## src/rtl/whack_pkg.sv

```systemverilog
// Shared definitions for the whack-a-mole front end.
//   NUM_HOLES      : number of player buttons / mole holes
//   chan_state_t   : per-button debounce FSM state
//   ANODE_*        : active-low anode codes, one per hole, plus "no hole"
//   count_ones()   : population count of a hole vector
package whack_pkg;

  localparam int NUM_HOLES = 4;

  typedef enum logic [1:0] {
    IDLE     = 2'd0,
    PRESS_DB = 2'd1,
    HELD     = 2'd2,
    REL_DB   = 2'd3
  } chan_state_t;

  localparam logic [NUM_HOLES-1:0] ANODE_H1   = 4'b1110;
  localparam logic [NUM_HOLES-1:0] ANODE_H2   = 4'b1101;
  localparam logic [NUM_HOLES-1:0] ANODE_H3   = 4'b1011;
  localparam logic [NUM_HOLES-1:0] ANODE_H4   = 4'b0111;
  localparam logic [NUM_HOLES-1:0] ANODE_NONE = 4'b1111;

  function automatic logic [2:0] count_ones(input logic [NUM_HOLES-1:0] v);
    logic [2:0] n;
    n = 3'd0;
    for (int i = 0; i < NUM_HOLES; i++) begin
      n = n + {2'b00, v[i]};
    end
    return n;
  endfunction

endpackage

```

## src/rtl/hit_channel_debounce.sv

```systemverilog
// One button channel: 2-flop synchroniser, press/release debounce FSM and
// hit-window counter.
//   clk     : system clock
//   reset   : asynchronous, active-high
//   btn     : raw asynchronous button level (active-high)
//   enable  : 1 = confirmed presses launch a hit
//   pulse   : one-cycle pulse on each launched hit
//   hold    : hit window, HOLD_CYCLES long from the pulse cycle
module hit_channel_debounce
  import whack_pkg::*;
#(
  parameter int DEBOUNCE_CYCLES = 1000000,
  parameter int HOLD_CYCLES     = 100000,
  parameter int CNT_W           = 20
) (
  input  logic clk,
  input  logic reset,
  input  logic btn,
  input  logic enable,
  output logic pulse,
  output logic hold
);

  // The transition out of a stable state already consumes the first sample
  // of the new level, so dcnt only counts the remaining DEBOUNCE_CYCLES-1
  // samples and the terminal count is DEBOUNCE_CYCLES-2. With the two
  // synchroniser flops this puts the pulse DEBOUNCE_CYCLES+1 edges after
  // the raw level is first captured.
  localparam logic [CNT_W-1:0] DB_LAST   = CNT_W'(DEBOUNCE_CYCLES - 2);
  localparam logic [CNT_W-1:0] HOLD_LOAD = CNT_W'(HOLD_CYCLES);

  logic             sync_meta_reg;
  logic             sync_reg;
  chan_state_t      state_reg;
  chan_state_t      state_next;
  logic [CNT_W-1:0] dcnt_reg;
  logic [CNT_W-1:0] dcnt_next;
  logic [CNT_W-1:0] hold_reg;
  logic [CNT_W-1:0] hold_next;
  logic             pulse_reg;
  logic             db_done;
  logic             launch;

  assign db_done = (dcnt_reg == DB_LAST);

  // State register, counters and synchroniser.
  always_ff @(posedge clk or posedge reset) begin
    if (reset) begin
      sync_meta_reg <= 1'b0;
      sync_reg      <= 1'b0;
      state_reg     <= IDLE;
      dcnt_reg      <= '0;
      hold_reg      <= '0;
      pulse_reg     <= 1'b0;
    end else begin
      sync_meta_reg <= btn;
      sync_reg      <= sync_meta_reg;
      state_reg     <= state_next;
      dcnt_reg      <= dcnt_next;
      hold_reg      <= hold_next;
      pulse_reg     <= launch;
    end
  end

  // Next-state logic; dcnt restarts on every state change.
  always_comb begin
    state_next = state_reg;
    dcnt_next  = dcnt_reg;
    case (state_reg)
      IDLE: begin
        if (sync_reg) begin
          state_next = PRESS_DB;
          dcnt_next  = '0;
        end
      end
      PRESS_DB: begin
        if (!sync_reg) begin
          state_next = IDLE;
          dcnt_next  = '0;
        end else if (db_done) begin
          state_next = HELD;
          dcnt_next  = '0;
        end else begin
          dcnt_next = dcnt_reg + CNT_W'(1);
        end
      end
      HELD: begin
        if (!sync_reg) begin
          state_next = REL_DB;
          dcnt_next  = '0;
        end
      end
      REL_DB: begin
        if (sync_reg) begin
          state_next = HELD;
          dcnt_next  = '0;
        end else if (db_done) begin
          state_next = IDLE;
          dcnt_next  = '0;
        end else begin
          dcnt_next = dcnt_reg + CNT_W'(1);
        end
      end
      default: begin
        state_next = IDLE;
        dcnt_next  = '0;
      end
    endcase
  end

  // Output logic: a confirmed press launches a hit only while enabled.
  // A press confirmed while disabled still reaches HELD, so it can never
  // fire later without a full release first.
  always_comb begin
    launch    = (state_reg == PRESS_DB) && sync_reg && db_done && enable;
    hold_next = hold_reg;
    if (launch) begin
      hold_next = HOLD_LOAD;
    end else if (hold_reg != '0) begin
      hold_next = hold_reg - CNT_W'(1);
    end
  end

  assign pulse = pulse_reg;
  assign hold  = (hold_reg != '0);

endmodule

```

## src/rtl/hit_conditioner.sv

```systemverilog
// Button front end for the game core: per-hole debounce channels plus a
// priority anode encoder of the active hit windows.
//   clk        : system clock
//   reset      : asynchronous, active-high
//   btn_raw    : raw buttons, bit0 = hole 1 ... bit3 = hole 4
//   enable     : 1 = game running, new hits allowed
//   hit_pulse  : one-cycle pulse per confirmed press
//   hit_hold   : per-hole hit window
//   hit_anode  : active-low code of the lowest active hole, 4'b1111 if none
//   multi_hit  : two or more hit windows active
module hit_conditioner
  import whack_pkg::*;
#(
  parameter int DEBOUNCE_CYCLES = 1000000,
  parameter int HOLD_CYCLES     = 100000,
  parameter int CNT_W           = 20
) (
  input  logic                 clk,
  input  logic                 reset,
  input  logic [NUM_HOLES-1:0] btn_raw,
  input  logic                 enable,
  output logic [NUM_HOLES-1:0] hit_pulse,
  output logic [NUM_HOLES-1:0] hit_hold,
  output logic [NUM_HOLES-1:0] hit_anode,
  output logic                 multi_hit
);

  generate
    for (genvar gi = 0; gi < NUM_HOLES; gi++) begin : g_chan
      hit_channel_debounce #(
        .DEBOUNCE_CYCLES(DEBOUNCE_CYCLES),
        .HOLD_CYCLES    (HOLD_CYCLES),
        .CNT_W          (CNT_W)
      ) u_chan (
        .clk   (clk),
        .reset (reset),
        .btn   (btn_raw[gi]),
        .enable(enable),
        .pulse (hit_pulse[gi]),
        .hold  (hit_hold[gi])
      );
    end
  endgenerate

  // Hole 1 has the highest priority.
  always_comb begin
    hit_anode = ANODE_NONE;
    if (hit_hold[0]) begin
      hit_anode = ANODE_H1;
    end else if (hit_hold[1]) begin
      hit_anode = ANODE_H2;
    end else if (hit_hold[2]) begin
      hit_anode = ANODE_H3;
    end else if (hit_hold[3]) begin
      hit_anode = ANODE_H4;
    end
  end

  assign multi_hit = (count_ones(hit_hold) >= 3'd2);

endmodule
```

## config.mk

```make
export PLATFORM = sky130hd
export DESIGN_NAME = hit_conditioner
export DESIGN_NICKNAME = d
export VERILOG_FILES = /design/src/rtl/whack_pkg.sv /design/src/rtl/hit_channel_debounce.sv /design/src/rtl/hit_conditioner.sv
export SDC_FILE = /design/constraint.sdc
export NUM_CORES = 1
export LEC_CHECK = 0
export ABC_AREA = 1
export CAP_MARGIN = 0
export CORE_MARGIN = 2
export CORE_UTILIZATION = 36
export CTS_CLUSTER_DIAMETER = 150
export DETAILED_ROUTE_END_ITERATION = 6
export DONT_BUFFER_PORTS = 1
export GPL_ROUTABILITY_DRIVEN = 0
export HOLD_SLACK_MARGIN = 0.02
export PLACE_DENSITY = 0.52
export SLEW_MARGIN = 20
export SYNTH_ARGS = -nofsm -noshare
export SYNTH_HDL_FRONTEND = slang
export SYNTH_SLANG_ARGS = --single-unit
```

## constraint.sdc

```tcl
create_clock -name clk -period 10.5 [get_ports clk]
set_input_delay 1.05 -clock clk [delete_from_list [all_inputs] [get_ports clk]]
set_output_delay 1.05 -clock clk [all_outputs]
set_load 0.02 [all_outputs]
```

# Yosys cells after proc, flatten, opt, wreduce, memory -nomap -nowiden

Cells that the tools add are included.

Flip-flop bits (word level): 180
Input port bits: 7

Order comparisons: 1
Add/subtract/negate cells: 11
Eq/ne operators: 32
Muxes and demuxes: 64
Reduce and logical (&&, ||, !) cells: 32

Operators with widths:

| cell                  | number |
|---|---|
| $mux 20               | 28 |
| $pmux 20 s4           | 4 |
| $add 20x1->20 const B | 4 |
| $eq 20x20->1 const B  | 4 |
| $reduce_bool 20->1    | 4 |
| $sub 20x1->20 const B | 4 |
| $mux 2                | 24 |
| $pmux 2 s4            | 4 |
| $eq 2x2->1 const B    | 8 |
| $mux 4                | 4 |
| $reduce_and 4->1      | 4 |
| $logic_and 1x1->1     | 12 |
| $ne 3x1->1 const B    | 4 |
| $ne 3x3->1 const B    | 4 |
| $eq 2x1->1 const B    | 4 |
| $logic_not 2->1       | 4 |
| $ne 2x1->1 const B    | 4 |
| $ne 2x2->1 const B    | 4 |
| $reduce_and 2->1      | 4 |
| $reduce_bool 2->1     | 4 |
| $add 2x1->3           | 1 |
| $add 3x1->3           | 1 |
| $ge 3x2->1 const B    | 1 |
| $add 1x1->2           | 1 |

# Longest topological paths before layout

Word-level depth: 5
Depth in mapped cells: 11
Depth with buffers taken out: 11

# Hierarchy

Synthesis repeated with hierarchy kept, for this count alone.

Cell total of the unflattened synthesis: 1651
Area, all modules: 11453.5 sq um

Modules (own cells, without submodules):

| module                                       | cells an instance | area each (sq um) | sequential area each (sq um) | instances |
|---|---|---|---|---|
| hit_channel_debounce at g_chan[1].u_chan ... | 410               | 2832.7            | 1126.1                       | 2 |
| hit_channel_debounce at g_chan[0].u_chan     | 410               | 2874.0            | 1126.1                       | 1 |
| hit_channel_debounce at g_chan[3].u_chan     | 408               | 2837.7            | 1126.1                       | 1 |
| hit_conditioner                              | 13                | 76.3              | 0.0                          | 1 |

# Worst setup path before layout

OpenSTA, ideal clock, no wires.

Kind: reg-to-output
Start point: register g_chan[0].u_chan.hold_reg[0]
End point: output port multi_hit
Required time: 9.450 ns
Stages on the path, launching flop included: 9
Path slack: 7.561 ns
Arrival: 1.889 ns
Path through: dfrtp_1 > inv_1 > ha_1 > nand3_1 > nor2_1 > nand3_2 > buf_4 > fa_1 > a21o_1

Word-level cells in the longest chain between the ends: 5

RTL lines:

| element                   | RTL line                    | text |
|---|---|---|
| start, declared           | hit_channel_debounce.sv:38  | `logic [CNT_W-1:0] hold_reg;` |
| start signal, assigned    | hit_channel_debounce.sv:60  | `hold_reg <= hold_next;` |
| $reduce_bool 20->1        | hit_channel_debounce.sv:125 | `assign hold = (hold_reg != '0);` |
| net g_chan[0].u_chan.hold | hit_channel_debounce.sv:21  | `output logic hold` |
| $add 1x1->2               | whack_pkg.sv:27             | `n = n + {2'b00, v[i]};` |
| $add 2x1->3               | whack_pkg.sv:27             |  |
| $add 3x1->3               | whack_pkg.sv:27             |  |
| $ge 3x2->1                | hit_conditioner.sv:59       | `assign multi_hit = (count_ones(hit_hold) >= 3'd2);` |
| end, declared             | hit_conditioner.sv:25       | `output logic multi_hit` |

The timed path passes the listed nets, and every way through them passes these cells.

# Worst setup path after layout

Start point: register g_chan[3].u_chan.hold_reg[0]
End point: output port multi_hit

Word-level cells in the longest chain between the ends: 3

RTL lines:

| element                | RTL line                    | text |
|---|---|---|
| start, declared        | hit_channel_debounce.sv:38  |  |
| start signal, assigned | hit_channel_debounce.sv:60  |  |
| $reduce_bool 20->1     | hit_channel_debounce.sv:125 |  |
| net hit_hold[3]        | hit_conditioner.sv:23       | `output logic [NUM_HOLES-1:0] hit_hold,` |
| $add 3x1->3            | whack_pkg.sv:27             |  |
| $ge 3x2->1             | hit_conditioner.sv:59       |  |

The timed path passes the listed nets, and every way through them passes these cells.

==> metrics.cfg <==
[status]
status = finished clean

[finish]
final_nets = 1580
instances_no_fill = 1962
diodes = 0
final_common_cell = nand2_1
layout_common_cells = nand2_1 (358), nor2_1 (270), inv_1 (243), dfrtp_1 (180), nand3_1 (150)
drive_gt1_share_pct = 5.87
area_growth_pct = 8.90

[critical_path]
critPathMaxStageDelay_ns = 0.72
crit_chain = inv_1 -> ha_1 -> nand3_1 -> nor2_1 -> nand3b_1 -> fa_1 -> a21o_1
worstSetupStartpointType = flip-flop
end_kind = output port
crit_required_ns = 9.45
critical_path_depth = 7
rr_worst_depth = 9
cp_top_family = adder cells
path_max_fanout = 8
critPathArrivalTime_ns = 2.76
path_buf_inv = 1
cp_slowest_cell = fa_1
critPathKind = flip-flop to output port

[sta]
finalClockSkew_ns = 0.0124
tns_ns = 0
fmax_ghz = 0.263
rsz0062_at_grt = false
slew_violations = 0
setup_violations = 0
hold_viol = 0
post-route-min-period_ns = 3.81
slew_headroom_pct = 41.9
min_period_over_period_pct = 36.3
worst_slew_pin_slew_ns = 0.871

[route]
dr.pass1.iters = 5
drc = 0
num_vias = 9472
drt_iter0_markers = 635
avgRoutedWirePerCell_um = 12.8
drtAntennaViolNets = 0
avgViaCountPerCell = 4.83
routed_wl_um = 25200

[global_routing]
antenna_found_initial = 0
grt_pass1_wl_um = 44000
grt.total_usage_pct = 16.8
grt_max_degree = 122
grt_pass1_vias = 9177
grt-ovfl-total = 0

[clock_network]
clk_latency_ns = 0.44
cts_tree = done
cts_max_path_buffers = 2
cts_root_buf = clkbuf_16
ctsResizeCount = 0
cts.clk_slew.worst_paths_ns = 0.07
cts_hold_buf = 0
clock_sinks = 180
htree_levels = 4
post_cts_buffers = 0
cts_buffers = 17

[die]
num_rows = 64
start_util_pct = 36.3
die_h_um = 179
design.portCount = 20
die_w_um = 179
core_region_area_um2 = 30400
dieArea_um2 = 32100

[logic_synthesis]
seq_area_frac_synth_pct = 40.7
ys.flop_type = dfrtp_1
synth_cell_type_count = 42
yosysWarnings = 0
synth_fp_nets = 1586
synth-edff-count = 0
async_flop_share_pct = 100
yosys_register_bits = 180
synth_area_um2 = 11100
avgSynthCellArea_um2 = 7.08
synthCells = 1561

[power_and_ir_drop]
powerDensity_nw_per_um2 = 139
power.leakage_nw = 5.76
power_mw = 1.68
ir_worst_vdd_mv = 0.118

[placed_design]
dpl.hpwl_um = 18100
portBuffers = 0
dp_cells = 1932

[hold_path]
min_path_cells = 0
hp-class = flip-flop to flip-flop

[flow_run]
cap_violations = 0

[per-stage QoR]
stage / hold slack, ns / cell area, um2 / worst slack, ns / util, %
2_1_floorplan: 0.331 / 11100 / 4.56 / -
5_1_grt: 0.369 / 12000 / 6.52 / 39.6
3_5_place_dp: 0.339 / 11400 / 7.16 / 37.5
6_report: 0.352 / 12000 / 6.69 / 39.6
3_3_place_gp: 0.332 / 11400 / 7.22 / 37.5
4_1_cts: 0.358 / 12000 / 6.66 / 39.6
[kinds of logic (layout without fill, tap and decap cells)]
kind of cell / count (synthesis) / in the layout / synth area share (%)
AO/OA/AOI/OAI: 112 / 112 / 5.68
XOR/XNOR: 56 / 56 / 4.43
adder cells (fa/ha/maj): 18 / 18 / 2.10
buffers and inverters: 274 / 279 / 9.93
flip-flops: 180 / 180 / 40.7
AND/OR/NAND/NOR: 921 / 921 / 37.1
[layer usage]
layer  share of wire [%]  routed length (um)  global-route usage (%)
met4                 1.1                 271                    4.33
met1                  50               12700                    23.2
met2                  46               11500                    27.3
met3                 2.9                 741                    2.84
met5                   0                   0                       0
[worst paths after layout]
kind                                                           from  slack (ns)                                        end
max in group asynchronous                                     reset        8.51  g_chan[3].u_chan.dcnt_reg[16]$_DFFE_PP0P_
min                        g_chan[2].u_chan.sync_meta_reg$_DFF_PP0_        0.35        g_chan[2].u_chan.sync_reg$_DFF_PP0_
max                        g_chan[3].u_chan.hold_reg[0]$_DFFE_PP0P_        6.69                                  multi_hit
max reg2reg                g_chan[3].u_chan.dcnt_reg[0]$_DFFE_PP0P_        8.33   g_chan[3].u_chan.hold_reg[2]$_DFFE_PP0P_
min in group asynchronous                                     reset        0.66  g_chan[0].u_chan.hold_reg[15]$_DFFE_PP0P_
min reg2reg                g_chan[2].u_chan.sync_meta_reg$_DFF_PP0_        0.35        g_chan[2].u_chan.sync_reg$_DFF_PP0_
[layout make-up]
cell class,count,area [um2]
clock buffer,23,498
multi-input combinational,1107,5460
timing repair buffer,1,7.51
tap,396,495
fill,3188,18400
clock inverter,7,144
inverter,248,938
sequential,180,4500
[power by group]
group | switching (mW) | total [mW] | internal [mW]
clock | 0.274 | 0.703 | 0.429
sequential | 0.0275 | 0.750 | 0.723
combinational | 0.175 | 0.227 | 0.0522
[synthesized netlist by cell type, types with 2 or more instances]
master	count	share of area [%]
o211a_1	2	0.18
xnor2_1	13	1.0
buf_2	8	0.36
o211ai_1	9	0.61
nor3_2	3	0.27
nand2_2	8	0.45
nand3_1	150	6.8
inv_2	4	0.14
nand4_1	47	2.7
xor2_1	43	3.4
buf_6	3	0.31
nand4_2	2	0.23
ha_1	17	1.9
buf_4	10	0.68
nand3b_1	8	0.54
o22ai_1	17	0.96
nor2_2	24	1.4
dfrtp_1	180	41
o21ai_1	4	0.18
o21ai_0	51	2.3
and2_1	2	0.11
clkbuf_1	5	0.17
inv_1	244	8.3
o21bai_1	3	0.20
nand3_2	7	0.63
nor3_1	27	1.2
nand2_1	358	12
a21oi_1	23	1.0
nor2_4	7	0.71
nor2_1	270	9.2
No activity file was read; power rests on OpenSTA's default activity.
